==> src/rtl/accum_pkg.sv <==
// Shared types and constants for the integrate-and-dump accumulator family.
// Rail values are produced at 64 bits and sliced to the accumulator width by the user.
package accum_pkg;

   typedef enum logic [1:0] {
      IDLE = 2'd0,
      WIN  = 2'd1,
      FREE = 2'd2
   } state_t;

   localparam int SIGNED_OFF = 0;
   localparam int SIGNED_ON  = 1;

   function automatic logic [63:0] rail_hi(input int w, input int sgn);
      if (sgn == SIGNED_ON) return (64'd1 << (w - 1)) - 64'd1;
      else if (w >= 64) return '1;
      else return (64'd1 << w) - 64'd1;
   endfunction

   function automatic logic [63:0] rail_lo(input int w, input int sgn);
      if (sgn == SIGNED_ON) return 64'd1 << (w - 1);
      else return 64'd0;
   endfunction

endpackage

==> src/rtl/accum_dump_sat_add.sv <==
// Combinational saturating adder: one ACC_WIDTH+1 bit add followed by a clamp mux.
module sat_add
   import accum_pkg::*;
#(
   parameter int ACC_WIDTH = 32,
   parameter int SIGNED    = 0
) (
   input  logic [ACC_WIDTH-1:0] a,
   input  logic [ACC_WIDTH-1:0] b_ext,
   output logic [ACC_WIDTH-1:0] sum,
   output logic                 clamped
);

   localparam logic [63:0] HI64 = rail_hi(ACC_WIDTH, SIGNED);
   localparam logic [63:0] LO64 = rail_lo(ACC_WIDTH, SIGNED);
   localparam logic [ACC_WIDTH-1:0] HI = HI64[ACC_WIDTH-1:0];
   localparam logic [ACC_WIDTH-1:0] LO = LO64[ACC_WIDTH-1:0];

   logic [ACC_WIDTH:0] wide;

   always_comb begin
      if (SIGNED == SIGNED_ON) wide = {a[ACC_WIDTH-1], a} + {b_ext[ACC_WIDTH-1], b_ext};
      else wide = {1'b0, a} + {1'b0, b_ext};
      sum     = wide[ACC_WIDTH-1:0];
      clamped = 1'b0;
      if (SIGNED == SIGNED_ON) begin
         // The two top bits disagree only on overflow; the extra bit carries the true sign.
         if (wide[ACC_WIDTH] != wide[ACC_WIDTH-1]) begin
            clamped = 1'b1;
            sum     = wide[ACC_WIDTH] ? LO : HI;
         end
      end else if (wide[ACC_WIDTH]) begin
         clamped = 1'b1;
         sum     = HI;
      end
   end

endmodule

==> src/rtl/accum_dump.sv <==
// Integrate-and-dump accumulator: saturating window sum with per-window dump,
// or a free-running accumulator when the latched length is zero.
module accum_dump
   import accum_pkg::*;
#(
   parameter int IN_WIDTH  = 16,
   parameter int ACC_WIDTH = 32,
   parameter int CNT_WIDTH = 10,
   parameter int SIGNED    = 0
) (
   input  logic                 clk,
   input  logic                 reset,
   input  logic                 clear,
   input  logic                 in_valid,
   input  logic [IN_WIDTH-1:0]  in_data,
   input  logic [CNT_WIDTH-1:0] len,
   output logic [ACC_WIDTH-1:0] accum,
   output logic [CNT_WIDTH-1:0] counter,
   output logic                 out_valid,
   output logic [ACC_WIDTH-1:0] out_sum,
   output logic [CNT_WIDTH-1:0] out_count,
   output logic                 out_sat,
   output logic                 sat
);

   state_t                 state, state_next;
   logic [CNT_WIDTH-1:0]   len_q, len_eff, cnt_next;
   logic [ACC_WIDTH-1:0]   b_ext, sum;
   logic                   clamped, accept, dump;

   always_comb begin
      if (SIGNED == SIGNED_ON) b_ext = ACC_WIDTH'($signed(in_data));
      else b_ext = ACC_WIDTH'(in_data);
   end

   sat_add #(
      .ACC_WIDTH (ACC_WIDTH),
      .SIGNED    (SIGNED)
   ) u_sat_add (
      .a       (accum),
      .b_ext   (b_ext),
      .sum     (sum),
      .clamped (clamped)
   );

   // The first sample of a window sees the live len; later samples see the latched copy.
   assign accept   = in_valid && !clear;
   assign len_eff  = (state == IDLE) ? len : len_q;
   assign cnt_next = (&counter) ? counter : counter + 1'b1;
   assign dump     = accept && (state != FREE) && (cnt_next == len_eff);

   always_comb begin
      state_next = state;
      if (clear) begin
         state_next = IDLE;
      end else if (accept) begin
         case (state)
            IDLE:    state_next = dump ? IDLE : ((len == '0) ? FREE : WIN);
            WIN:     if (dump) state_next = IDLE;
            FREE:    state_next = FREE;
            default: state_next = IDLE;
         endcase
      end
   end

   always_ff @(posedge clk) begin
      if (reset) state <= IDLE;
      else state <= state_next;
   end

   always_ff @(posedge clk) begin
      if (reset) begin
         accum     <= '0;
         counter   <= '0;
         sat       <= 1'b0;
         len_q     <= '0;
         out_valid <= 1'b0;
         out_sum   <= '0;
         out_count <= '0;
         out_sat   <= 1'b0;
      end else begin
         out_valid <= 1'b0;
         if (clear) begin
            accum   <= '0;
            counter <= '0;
            sat     <= 1'b0;
         end else if (accept) begin
            if (state == IDLE) len_q <= len;
            if (dump) begin
               out_sum   <= sum;
               out_count <= len_eff;
               out_sat   <= sat | clamped;
               out_valid <= 1'b1;
               accum     <= '0;
               counter   <= '0;
               sat       <= 1'b0;
            end else begin
               accum   <= sum;
               counter <= cnt_next;
               sat     <= sat | clamped;
            end
         end
      end
   end

endmodule

==> config.mk <==
export PLATFORM = sky130hd
export DESIGN_NAME = accum_dump
export DESIGN_NICKNAME = d
export VERILOG_FILES = /design/src/rtl/accum_pkg.sv /design/src/rtl/accum_dump_sat_add.sv /design/src/rtl/accum_dump.sv
export SDC_FILE = /design/constraint.sdc
export NUM_CORES = 1
export LEC_CHECK = 0
export ABC_AREA = 1
export BUFFER_PORTS_ARGS = -buffer_cell sky130_fd_sc_hd__clkbuf_2
export CORE_MARGIN = 4
export CORE_UTILIZATION = 50
export DETAILED_ROUTE_END_ITERATION = 6
export GPL_ROUTABILITY_DRIVEN = 0
export GPL_TIMING_DRIVEN = 0
export MAX_ROUTING_LAYER = met4
export PLACE_DENSITY = 0.74
export SLEW_MARGIN = 0
export SYNTH_ARGS = -nofsm -noshare
export SYNTH_HDL_FRONTEND = slang
export SYNTH_SLANG_ARGS = --single-unit
==> constraint.sdc <==
create_clock -name clk -period 2.9 [get_ports clk]
set_input_delay 0.87 -clock clk [delete_from_list [all_inputs] [get_ports clk]]
set_output_delay 0.87 -clock clk [all_outputs]
set_load 0.02 [all_outputs]
==> flow_summary.json, run 1 <==
{
  "synth_cells": 872,
  "leakagePower_nw": 3.29,
  "comb_power_share_pct": 10.1,
  "clk_pin_slew_worst_paths_ns": 0.07,
  "first_iter_violations": 545,
  "syn_area_sq_um": 5680,
  "cts-buffers-inserted": 9,
  "worst-setup-path-type": "input pin to register",
  "status": "completed",
  "nets": 1049,
  "first_global_vias": 5560,
  "die_w_microns": 115,
  "dp_cells": 1128,
  "dieArea_sq_um": 13100,
  "min_path_cells": 2,
  "initial_core_util_pct": 51.8,
  "antenna_left": 0,
  "p_int_mw": 2.17,
  "fin_crit_sh_pct": 94.9,
  "port_buffers": 116,
  "required_ns": 3.11,
  "synth_compound_area_share_pct": 16.9,
  "cp_slowest_cell": "fa_2",
  "setup_violations": 0,
  "grt_max_degree": 20,
  "cts_sinks": 99,
  "rr_worst_depth": 15,
  "track_usage_pct": 27.1,
  "synth_top_family_by_area": "simple AND/OR/NAND/NOR gates",
  "fin_area_sq_um": 6830,
  "highest_layer": "met4",
  "ys_warn_count": 0,
  "fin_util_pct": 62.2,
  "totalWireLength_microns": 17300,
  "rows": 38,
  "fin_skew_ns": 0.00848,
  "tightest_slew_ns": 0.650,
  "max_freq_mhz": 363,
  "powerDensity_nw_per_um2": 436,
  "total_power_mw": 2.98,
  "worst-path-buf-inv": 2,
  "synth_mux_area_share_pct": 0,
  "drc": 0,
  "clock_path_buffers": 2,
  "coreArea_sq_um": 11000,
  "drv_cap": 0,
  "cp_top_family": "simple AND/OR/NAND/NOR gates",
  "ir_drop_mv": 0.261,
  "fin_cells": 1146,
  "syn_area_per_cell_sq_um": 6.52,
  "die_h_microns": 115,
  "rsz0062_at_grt": "no",
  "clockPowerShare_pct": 43.4,
  "critical_path_cell_count": 14,
  "cts_hold_buf": 0,
  "arrival_ns": 2.96,
  "final_hold_viol_count": 0,
  "seq_area_frac_synth_pct": 34.9,
  "grt_pass1_wl_microns": 27500,
  "cp_common_cell": "nand3_1",
  "areaGrowthSynthToFinish_pct": 20.1,
  "place_area_sq_um": 6440,
  "dp_hpwl_microns": 13300,
  "power_frac_seq_pct": 46.5,
  "synth_cell_types": 36,
  "antenna_found_initial": 0,
  "first_pass_iters": 5,
  "synth_fa_ha_area_share_pct": 4.09,
  "p_sw_share_pct": 27.2,
  "vias_per_cell": 5.45,
  "switchingPower_mw": 0.809,
  "wl_met1_microns": 8120,
  "min_path_type": "register to register",
  "report.final.slew_viol_count": 0,
  "ios": 117,
  "slew_headroom_pct": 56.7,
  "wire_per_inst_microns": 15.1,
  "cp-end-kind": "register",
  "dr_wl_met3_microns": 1460,
  "synth_nets": 920,
  "met2_length_microns": 7360,
  "antenna_cells": 0,
  "post-route-min-period_ns": 2.75,
  "drive_gt1_share_pct": 18.7,
  "critPathLaunchType": "input pin",
  "cts_tree": "done",
  "hold_ws_ns": 0.485,
  "cpPeakStageDelay_ns": 0.37,
  "insertion_delay_ns": 0.35,
  "yosys.area_share.xor_xnor_pct": 2.00,
  "htreeDepth": 3,
  "vias": 6245,
  "path_cells": "clkbuf_2 -> ha_1 -> fa_2 -> nand3_1 -> nand2_2 -> nand3_1 -> nand2_1 -> nand3_1 -> nand2_2 -> nand4_1 -> buf_4 -> nand3_1 -> nand3_1 -> a21oi_1",
  "cp_max_fo": 10,
  "root_buffer": "clkbuf_16",
  "grt-ovfl-total": 0,
  "synthSimpleGateAreaFrac_pct": 32.7,
  "synth-seq-cells": 99
}
-- layout by cell type, fill, tap and decap left out, types with 3 or more instances in the layout --
master     count
ha_1          17
nor2_2         4
a21oi_1       82
o21ai_1       14
buf_2          9
inv_1         92
nand2_1      176
o211ai_1       4
dfxtp_1       99
clkbuf_16      9
nand3_2        3
a21o_1         5
nor4_1         3
or2_2         14
o21bai_1       3
nor3_1         8
nand2_2        3
clkbuf_2     116
nand4_1        6
xor2_1        11
nand3b_1       3
clkbuf_1      23
nand3_1       94
o21ai_0       61
nor2_4         3
buf_4          6
inv_2          3
nor2_1       109
-- registers in the layout, summed over array words and instances (netlist names) --
| signal | flops |
|---|---|
| accum | 32 |
| counter | 10 |
| len_q | 10 |
| out_count | 10 |
| out_sat | 1 |
| out_sum | 32 |
| out_valid | 1 |
| sat | 1 |
| state | 2 |
-- kinds of logic after synthesis --
logic type	after synthesis
AO/OA/AOI/OAI	179
XOR/XNOR	13
adder cells (fa/ha/maj)	18
buffers and inverters	134
flip-flops	99
AND/OR/NAND/NOR	429
-- power by group through the flow --
stage                     Clock (mW)  Combinational [mW]  Sequential [mW]
after floorplan                    0               0.192             1.42
after global placement             0               0.288             1.42
after detailed placement           0               0.291             1.42
after CTS                       1.31               0.293             1.38
after global routing            1.37               0.333             1.39
final                           1.29               0.300             1.38
-- synthesized netlist by cell type (all sizes together) --
master    n  area share (%)
ha       17             3.7
nand3b    3            0.40
nor4      3            0.33
xor2     11             1.7
xnor2     2            0.31
clkbuf   25             1.7
a21boi    1            0.13
nand2   181              12
nand4     6            0.66
fa        1            0.35
o21ai    76             6.8
nor3      8            0.70
or4       1            0.13
o21a      2            0.26
dfxtp    99              35
nor2    116             8.1
inv      95             6.3
a21oi    85             7.7
nand3    97             8.8
o21bai    3            0.40
a211oi    1            0.22
or2      14             1.5
o211ai    4            0.53
buf      14             1.6
o22ai     2            0.22
a21o      5            0.66
-- what timing repair did --
action	CTS	global route
resized for setup	6	13
setup endpoints to repair	50	49
pin swaps	2	3
buffers inserted	1	1
-- path summary, 6_finish.rpt --
| check | startpoint | slack (ns) | end |
|---|---|---|---|
| worst max-delay path | in_data[0] | 0.15 | accum[23] |
| worst min-delay path | accum[13] | 0.48 | accum[13] |
| worst max register to register | counter[0] | 0.25 | out_sum[8] |
| worst min register to register | accum[13] | 0.48 | accum[13] |
-- worst reg2reg max path, stage by stage, from the launching register on --
cell      delay (ns)
dfxtp_1         0.44
ha_1            0.22
nand2_1         0.14
nor2_4          0.19
nand2_2         0.11
buf_6           0.16
nand2_1         0.10
nand2_1         0.06
nand2_1         0.06
nor2_1          0.04
nand2_1         0.08
nor2_2          0.05
nand3_2         0.16
clkbuf_1        0.53
nor2_1          0.13
nor2_1          0.13
-- layout make-up --
class | count | area (sq um)
Sequential cell | 99 | 1980
Inverter | 95 | 357
Clock inverter | 7 | 93.8
Tap cell | 140 | 175
Multi-Input combinational cell | 639 | 3200
Clock buffer | 9 | 225
Fill cell | 1064 | 4160
Buffer | 39 | 199
Timing Repair Buffer | 118 | 596
-- per-layer routing --
metal  vias to the layer above  track usage (%)
met5                         -                -
met4                         0             9.34
met3                        37             5.55
met2                       267             39.3
met1                      2827             37.6
li1                       3114                -
-- per-stage QoR --
stage | setup WS (ns) | setup TNS, ns
final | 0.149 | 0
after global routing | 0.0000366 | 0
after CTS | 0.0177 | 0
after detailed placement | -0.719 | -29.51
after global placement | -0.716 | -29.03
after floorplan | 0.0669 | 0
Power figures use the tool's default switching activity.
==> run 2: changes to the inputs <==
Settings changed: ABC_AREA 1 to 0, GPL_ROUTABILITY_DRIVEN 0 to default.
==> run 2 against run 1 <==
Compared with the run above: synthesized cell count shrank 19%; non-clock buffer count up 23; critical path depth decreased by 3; largest cell class unchanged; total power hardly changed; worst setup slack worse by 0.080 ns.
==> flow_summary.json, run 2 <==
{
  "status": "completed",
  "critPathLaunchType": "input pin",
  "layout_common_cells": "clkbuf_2 (117), nand2_1 (102), dfxtp_1 (97)",
  "cp_common_cell": "and3_4",
  "dp_hpwl_microns": 13400,
  "tightest_slew_ns": 0.796,
  "worst-path-buf-inv": 4,
  "syn_area_per_cell_sq_um": 8.06,
  "critical_path_cell_count": 11,
  "die_h_microns": 114,
  "hold_path_end": "out_sum[12]",
  "dieArea_sq_um": 13100,
  "setup_violations": 0,
  "synth-seq-cells": 99,
  "cp_top_family": "simple AND/OR/NAND/NOR gates",
  "arrival_ns": 3.10,
  "drc": 0,
  "rsz0062_at_grt": "yes",
  "grt_max_degree": 16,
  "worst-setup-path-type": "input pin to register",
  "min_from": "out_sum[12]",
  "synth-async-reset-ratio_pct": 0,
  "ios": 117,
  "rows": 38,
  "vias_per_cell": 6.08,
  "initial_core_util_pct": 51.7,
  "wire_per_inst_microns": 18.8,
  "track_usage_pct": 28.5,
  "multiInputGateArea_sq_um": 3590,
  "synth_nets": 750,
  "cp_max_fo": 10,
  "totalWireLength_microns": 18600,
  "regArea_sq_um": 1980,
  "place_ws_ns": -0.691,
  "reg_top3": "accum x32, out_sum x32",
  "ff2ff_setup_slack_ns": 0.12,
  "port_buffers": 115,
  "grt_pass1_wl_microns": 28900,
  "fin_crit_sh_pct": 97.6,
  "antenna_cells": 0,
  "synth_commonest_cells": "nand2_1 (104), dfxtp_1 (99), a21oi_1 (84)",
  "seq_area_frac_synth_pct": 35.0,
  "synth_cells": 702,
  "fin_skew_ns": 0.00703,
  "post-route-min-period_ns": 2.83,
  "htreeDepth": 3,
  "clk_pin_slew_worst_paths_ns": 0.06,
  "r2r-end": "out_sum[29]",
  "min_path_type": "register to register",
  "ys_warn_count": 0,
  "slew_headroom_pct": 46.7,
  "coreArea_sq_um": 10900,
  "fin_area_sq_um": 7080,
  "first_pass_iters": 5,
  "vias": 6010,
  "final_hold_viol_count": 0,
  "total_power_mw": 2.98,
  "antenna_left": 0,
  "cp-end-kind": "register",
  "cp_slowest_cell": "or3b_4",
  "synth.largest_area_cell": "dfxtp_1",
  "netlist.area_leader.share_pct": 35.0,
  "cts-buffers-inserted": 9,
  "powerDensity_nw_per_um2": 421,
  "fillerInstances": 935,
  "clock_path_buffers": 2,
  "cts_tree": "done",
  "max_freq_mhz": 353,
  "antenna_found_initial": 0,
  "crit_path_start": "len[0]",
  "fin_util_pct": 64.7,
  "place_area_sq_um": 6430,
  "final_common_cell": "clkbuf_2",
  "report.final.slew_viol_count": 0,
  "synthMostInstantiatedCell": "nand2_1",
  "first_iter_violations": 498,
  "synth.area.top_cells": "dfxtp_1 (35%), a21oi_1 (7.4%), nand2_1 (6.9%)",
  "cts_sinks": 99,
  "drv_cap": 0,
  "rr_worst_depth": 11,
  "root_buffer": "clkbuf_16",
  "synth_cell_types": 72,
  "grt-ovfl-total": 0,
  "layout_setup_ws_ns": 0.0687,
  "synth_ff_type": "dfxtp_1",
  "min_path_cells": 2,
  "r2r-start": "state[0]",
  "path_cells": "clkbuf_2 -> or3b_4 -> and3_4 -> o31ai_2 -> and3_4 -> and3_4 -> buf_6 -> buf_6 -> buf_8 -> nor2_1 -> nor3_1",
  "cpPeakStageDelay_ns": 0.39,
  "areaGrowthSynthToFinish_pct": 25.1,
  "leakagePower_nw": 2.97,
  "insertion_delay_ns": 0.36,
  "required_ns": 3.17,
  "gp_congestion": 0.905,
  "die_w_microns": 114,
  "drive_gt1_share_pct": 28.2,
  "nets": 892,
  "syn_area_sq_um": 5660,
  "synth_edf_count": 0,
  "ir_drop_mv": 0.347,
  "first_global_vias": 5791
}
-- run 2: cell count changes after synthesis, moves of 11 or more --
cell	previous run	this run
a211oi_1	0	11
and3_1	0	11
inv_1	93	6
mux2i_1	0	11
nand2_1	180	104
nand3_1	94	31
nor2_1	110	47
nor3_1	8	21
o21ai_0	61	29
-- run 2: logic make-up after synthesis --
| family | after synthesis | synth area share (%) |
|---|---|---|
| simple gates | 288 | 25.9 |
| compound gates | 203 | 24.0 |
| flops | 99 | 35.0 |
| buf+inv | 55 | 4.42 |
| xor+xnor | 23 | 3.56 |
| fa+ha+maj | 18 | 4.11 |
| mux | 16 | 3.01 |
-- run 2: metrics by stage --
step	std cells	hold slack, ns	TNS [ns]
2_1_floorplan	702	0.453	0
3_3_place_gp	957	0.439	-35.06
3_5_place_dp	957	0.444	-39.78
4_1_cts	979	0.455	0
5_1_grt	988	0.485	-0.520
6_report	988	0.450	0
-- run 2: worst reg2reg max path, delay by kind of cell, from the launching register on --
kind                   cells  cell delay [ns]
buffers and inverters      4             0.66
and+or+nand+nor            6             1.30
DFF                        1             0.35
AOI/OAI and AO/OA          1             0.39
-- run 2: report_power, final --
group / internal [mW] / total (mW) / switching, mW
registers: 1.37 / 1.39 / 0.0139
logic: 0.130 / 0.342 / 0.212
clock network: 0.712 / 1.25 / 0.536
-- run 2: what timing repair did --
item,in CTS,in global routing
pin swaps,4,13
setup endpoints to repair,85,86
endpoints found under the hold margin,0,0
cloned,0,0
buffers inserted,7,12
hold buffers,0,0
gates resized for setup,15,49
-- run 2: worst max path at each step --
stage / endpoint
floorplan: out_sat
global placement: counter[3]
detailed placement: out_sum[0]
CTS: out_sum[29]
global route: out_sum[29]
finish: out_sum[29]
-- run 2: layout make-up --
| cell class | instances | share of cell area (%) |
|---|---|---|
| multi-input combinational | 548 | 50.8 |
| buffer | 46 | 3.78 |
| inverter | 6 | 0.318 |
| clock buffer | 11 | 3.57 |
| tap | 140 | 2.48 |
| clock inverter | 4 | 0.690 |
| sequential | 99 | 28.0 |
| timing repair buffer | 134 | 10.3 |
-- run 2: layer usage --
| layer | GRT usage, % | vias up | routed length (microns) |
|---|---|---|---|
| met4 | 10.2 | 0 | 492 |
| met1 | 34.6 | 2838 | 7680 |
| li1 | - | 2826 | - |
| met3 | 6.55 | 50 | 1460 |
| met2 | 46.4 | 296 | 8950 |
| met5 | - | - | 0 |
